### config.mk
export PLATFORM = sky130hd
export DESIGN_NAME = instr_fetch_unit
export DESIGN_NICKNAME = d
export VERILOG_FILES = /design/src/rtl/cpu_pkg.sv /design/src/rtl/pc_reg.sv /design/src/rtl/instr_fetch_unit.sv
export SDC_FILE = /design/constraint.sdc
export NUM_CORES = 1
export LEC_CHECK = 0
export ABC_AREA = 1
export CAP_MARGIN = 20
export CORE_MARGIN = 10
export CORE_UTILIZATION = 39
export CTS_BUF_LIST = sky130_fd_sc_hd__clkbuf_8
export CTS_CLUSTER_SIZE = 8
export DETAILED_ROUTE_END_ITERATION = 12
export HOLD_SLACK_MARGIN = 0.15
export PLACE_DENSITY_LB_ADDON = 0.1
export REMOVE_ABC_BUFFERS = 1
export SYNTH_ARGS = -nofsm -noshare
export SYNTH_HDL_FRONTEND = slang
export SYNTH_SLANG_ARGS = --single-unit
### constraint.sdc
create_clock -name CLK -period 1.5 [get_ports CLK]
set_input_delay 0.225 -clock CLK [delete_from_list [all_inputs] [get_ports CLK]]
set_output_delay 0.225 -clock CLK [all_outputs]
set_load 0.02 [all_outputs]
### src/rtl/cpu_pkg.sv
// rtl/cpu_pkg.sv - shared fetch-state encoding and datapath widths
package cpu_pkg;

  localparam int PC_W  = 8;
  localparam int OPC_W = 4;

  localparam logic [OPC_W-1:0] HALT_OPCODE_DEFAULT = 4'hF;

  typedef enum logic [1:0] {
    FS_ISSUE   = 2'd0,
    FS_CAPTURE = 2'd1,
    FS_HOLD    = 2'd2,
    FS_HALT    = 2'd3
  } fetch_state_e;

endpackage

### src/rtl/pc_reg.sv
// rtl/pc_reg.sv - program counter with load, increment and natural wrap
module pc_reg
  import cpu_pkg::*;
#(
  parameter int              WIDTH     = PC_W,
  parameter logic [WIDTH-1:0] RESET_VAL = '0
) (
  input  logic             clk,
  input  logic             rst_n,
  input  logic             load,
  input  logic [WIDTH-1:0] load_val,
  input  logic             inc,
  output logic [WIDTH-1:0] pc
);

  logic [WIDTH-1:0] pc_q;
  logic [WIDTH-1:0] pc_d;

  // Load wins over increment; the add wraps at the register width.
  always_comb begin
    pc_d = pc_q;
    if (load) begin
      pc_d = load_val;
    end else if (inc) begin
      pc_d = pc_q + WIDTH'(1);
    end
  end

  always_ff @(posedge clk or negedge rst_n) begin
    if (!rst_n) begin
      pc_q <= RESET_VAL;
    end else begin
      pc_q <= pc_d;
    end
  end

  assign pc = pc_q;

endmodule

### src/rtl/instr_fetch_unit.sv
// rtl/instr_fetch_unit.sv - fetch FSM and instruction register feeding decode
module instr_fetch_unit
  import cpu_pkg::*;
#(
  parameter logic [PC_W-1:0]  RESET_PC    = 8'h00,
  parameter logic [OPC_W-1:0] HALT_OPCODE = HALT_OPCODE_DEFAULT,
  parameter int               OPC_MSB     = 31
) (
  input  logic              CLK,
  input  logic              RST_n,
  input  logic [31:0]       DataBus_in,
  input  logic              mem_busy,
  input  logic              branch_valid,
  input  logic [PC_W-1:0]   branch_target,
  input  logic              ir_ready,
  output logic [PC_W-1:0]   PC_Instruction_Acces,
  output logic [31:0]       IR,
  output logic [OPC_W-1:0]  OP_code,
  output logic              ir_valid,
  output logic              halted
);

  fetch_state_e state_q, state_d;
  logic [31:0]  ir_q, ir_d;
  logic         ir_valid_q, ir_valid_d;
  logic         halted_q, halted_d;
  logic         pc_load;
  logic         pc_inc;
  logic [PC_W-1:0] pc;

  pc_reg #(
    .WIDTH     (PC_W),
    .RESET_VAL (RESET_PC)
  ) u_pc_reg (
    .clk      (CLK),
    .rst_n    (RST_n),
    .load     (pc_load),
    .load_val (branch_target),
    .inc      (pc_inc),
    .pc       (pc)
  );

  assign OP_code = ir_q[OPC_MSB -: OPC_W];

  always_comb begin
    state_d    = state_q;
    ir_d       = ir_q;
    ir_valid_d = ir_valid_q;
    halted_d   = halted_q;
    pc_load    = 1'b0;
    pc_inc     = 1'b0;

    // A redirect flushes whatever is in flight or held, including a pending HALT.
    if (branch_valid && (state_q != FS_HALT)) begin
      pc_load    = 1'b1;
      ir_valid_d = 1'b0;
      state_d    = FS_ISSUE;
    end else begin
      case (state_q)
        FS_ISSUE: begin
          if (!mem_busy) begin
            state_d = FS_CAPTURE;
          end
        end
        FS_CAPTURE: begin
          // Data access stole the bus: the word on DataBus_in is not ours.
          if (mem_busy) begin
            state_d = FS_ISSUE;
          end else begin
            ir_d       = DataBus_in;
            ir_valid_d = 1'b1;
            pc_inc     = 1'b1;
            state_d    = FS_HOLD;
          end
        end
        FS_HOLD: begin
          if (ir_ready) begin
            ir_valid_d = 1'b0;
            if (OP_code == HALT_OPCODE) begin
              halted_d = 1'b1;
              state_d  = FS_HALT;
            end else begin
              state_d = FS_ISSUE;
            end
          end
        end
        FS_HALT: begin
          ir_valid_d = 1'b0;
        end
        default: begin
          state_d    = FS_ISSUE;
          ir_valid_d = 1'b0;
        end
      endcase
    end
  end

  always_ff @(posedge CLK or negedge RST_n) begin
    if (!RST_n) begin
      state_q    <= FS_ISSUE;
      ir_q       <= '0;
      ir_valid_q <= 1'b0;
      halted_q   <= 1'b0;
    end else begin
      state_q    <= state_d;
      ir_q       <= ir_d;
      ir_valid_q <= ir_valid_d;
      halted_q   <= halted_d;
    end
  end

  assign PC_Instruction_Acces = pc;
  assign IR                   = ir_q;
  assign ir_valid             = ir_valid_q;
  assign halted               = halted_q;

endmodule

==> summary by stage <==
Flow run
The tool flagged a number of max-cap violations equal to 0.

Synthesis
The number of standard cells after synthesis is 263. A synthesized cell averages 7.92 sq um. The share of the Yosys chip area taken by registers is 0.529. The cell area that synthesis handed to floorplanning was approximately 0.0021 sq mm. The number of warnings reported in the yosys synthesis log is 0. The flip-flop and latch count after synthesis is 44. The count of cell types in the netlist is 21.

Final layout
Of the cells placed in the final design, the portion with a size suffix greater than 1 is 0.166. The footprint of the multi-input gates is 952 sq um. The sequential cell area in the final layout is 0.00110 sq mm. For this run, the post-layout net count is 419. The layout filler cell count is 464.

The final cell count without fillers is between 400 and 500. The repair_antennas step left the layout with diodes totalling 0. From synthesis to final layout, the design area changed by 65.1%.

The register with the most flip-flops in the layout has 32 of them.

Routing
The aggregate routed wire length is roughly 6400 um. The via count is 1990. In the routed layout, each cell is associated on average with a via count of about 4.5.

The pre-antenna-repair detailed-routing pass consisted of 4 iterations. The remaining antenna violation count after routing is 0. After detailed routing, the number of remaining DRC violations is 0. After detailed routing, the average wire length per cell comes to between 10 and 15 um.

After the first detailed-routing iteration, the DRC count stood at 87.

Clocking
Counting along the longest clock path gives a buffer depth of 2. In this run, CTS created clock tree buffers numbering 5. TritonCTS built the clock tree. The buffer cell driving the clock tree root is clkbuf_8. The clock tree synthesis step divided the H-tree into 2 levels.

The clock latency reported for the late side of the worst-skew pair is 0.29 ns. Clock-pin slew was measured on the worst setup and hold paths at 0.08 ns. The total number of clock tree sinks is 44.

Critical path
The arrival time at the worst endpoint is 1.65 ns. The type of destination of the critical path is a flip-flop. The worst register-to-register path begins at state_q[1]. The startpoint type of the worst setup path is a flip-flop. The worst setup path is of the flip-flop to flip-flop kind.

Following the worst setup path forward leads to its endpoint at IR[4]. The worst register-to-register path has a setup slack of 0.03 ns. In this run the critical register-to-register path is captured at IR[4]. STA puts the critical path data required time at 1.68 ns. The start point of the critical path is state_q[1]. The maximum fanout along the worst path is 8. The cell count of the worst reg-to-reg path is 7.

Global route
The layer flagged by global routing as most heavily used is met2. The met2 track demand over resource is 0.239. The fraction of met1 tracks used by global routing is 0.176.

After global routing the overflow that remains totals 0. Entering global routing, the biggest net connects 29 pins. The total routing usage reported by global routing is 0.148. The first global-routing pass estimated slightly above 10000 um of wire. For this run, global-route usage on met3 was measured as 0.0695. The initial antenna violation count came to 0. The number of global-route vias before repair is 2044.

Status
The run finished with clean final reports.

Timing
The number of hold violations in the final report is 0. The relative slew slack is 0.712. Setup repair after global routing could not meet its margin everywhere. The number of slew-limit violations in the final report is 0. The shortest clock period the worst path allows after layout is 1.47 ns. Derived from the worst setup path, the maximum achievable clock frequency is 681 MHz.

The transition time at the pin with the least slew margin is 0.432 ns. Setup violations remaining at the end of the flow were counted as 0. In the finished design, the share of the clock period the worst path needs comes to 0.980. The worst clock skew is approximately 0.0043 ns.

Floorplanning
The core area is slightly above 0.005 sq mm. The floorplan has 26 rows. The die span in y is 93.1 um. For this configuration, the core starts out at a cell density of 0.405. The die covers ~0.0087 sq mm. The die boundary width is 93.1 um.

In this run the count of I/O pins placed on the die edge is 91.

Pwr
The maximum ir drop on the vdd rail is 0.000848 V. The reported leakage power is between 0.0015 and 0.002 uW. Dividing total power by cell area gives a power density of 1380 mW/mm^2. Summing internal, switching and leakage power gives ~4700 uW.

Place
Once detailed placement completed, the half-perimeter wirelength came to 4650 um. The cell count after placement is 424. Input and output buffers added on the ports amount to 90. The routability congestion estimate is just under 0.9.

Min path
The path class of the tightest hold or removal check is input port to asynchronous set/reset pin.
timing repair:
action,4_1_cts,5_1_grt
gates cloned,1,3
setup buffers,1,1
setup endpoints to repair,70,51
hold buffers,1,0
pin swaps,3,11
endpoints found under the hold margin,16,0
gates resized for setup,44,49
area by class of cell:
cell class	count	share of cell area
timing repair buffer	110	0.335
multi-input combinational	190	0.277
clock inverter	2	0.00255
inverter	17	0.0193
sequential	44	0.320
clock buffer	5	0.0200
tap	70	0.0255
logic make-up after synthesis:
logic type,share of synthesized area
xor+xnor,0.00420
compound gates,0.0438
simple gates,0.318
flops,0.529
buf+inv,0.0697
fa+ha+maj,0.0360
cells in the mapped netlist:
master	instances	area share
nand2_1	137	0.25
dfrtp_1	44	0.53
inv_1	15	0.027
nand3_1	12	0.029
nor2_1	12	0.022
o21ai_0	7	0.017
buf_4	6	0.022
ha_1	6	0.036
buf_2	5	0.012
nand4_1	3	0.0090
o211ai_1	3	0.011
inv_2	2	0.0036
nor2_2	2	0.0060
o21ai_1	2	0.0048
a22oi_1	1	0.0036
a31o_2	1	0.0042
buf_6	1	0.0054
nand2_2	1	0.0030
nor3_1	1	0.0024
o21bai_1	1	0.0036
xnor2_1	1	0.0042
power by group:
| part | switching [uW] | internal (uW) | total [uW] |
|---|---|---|---|
| clock | 392 | 311 | 702 |
| combinational | 1220 | 950 | 2170 |
| sequential | 291 | 1580 | 1880 |
| total | 1900 | 2850 | 4740 |
critical path, stage by stage (launching register included):
cell and delay (ns):
dfrtp_1 0.42, ha_2 0.26, inv_2 0.06, nand2_2 0.16, nand2_4 0.15, clkbuf_16 0.21
nand2_2 0.06, nand2_1 0.05
cell usage in the layout (no fill, tap or decap), types with 5 or more instances in the layout:
cell type        Yosys  routed
nand2_1            137     116
dfrtp_1             44      43
clkdlybuf4s50_1      0      43
dlygate4sd2_1        0      35
nand2_2              1      16
inv_1               15      14
nand3_1             12      12
dlymetal6s2s_1       0      11
nor2_1              12      10
buf_4                6       9
nand2_4              0       6
o21ai_1              2       6
clkbuf_8             0       5
how the worst min path moves through the flow:
stage | end | cells after the start | start | slack (ns)
after floorplan | IR[0] | 0 | RST_n | -0.07
after global placement | ir_valid | 1 | RST_n | 0.18
after detailed placement | ir_valid | 1 | RST_n | 0.19
after CTS | u_pc_reg.pc[4] | 2 | RST_n | 0.39
after global routing | u_pc_reg.pc[3] | 2 | RST_n | 0.41
final | ir_valid | 2 | RST_n | 0.39
metal layers:
layer | share of wire | wire length (um)
met3 | 0.077 | 498
met1 | 0.43 | 2780
met4 | 0.0036 | 23
met5 | 0 | 0
met2 | 0.49 | 3120
metrics by stage:
step	util	setup WS, ns	cell area (sq um)	setup TNS [ns]	hold WS, ns
2_1_floorplan	-	-0.356	2000	-10.58	-0.0706
3_3_place_gp	0.607	-0.0484	3120	-1.06	0.184
3_5_place_dp	0.607	-0.0744	3120	-1.83	0.189
4_1_cts	0.628	-0.00230	3230	-0.00230	0.394
5_1_grt	0.669	-0.0372	3440	-0.304	0.411
6_report	0.669	0.0305	3440	0	0.394
No activity file was read; power rests on OpenSTA's default activity.
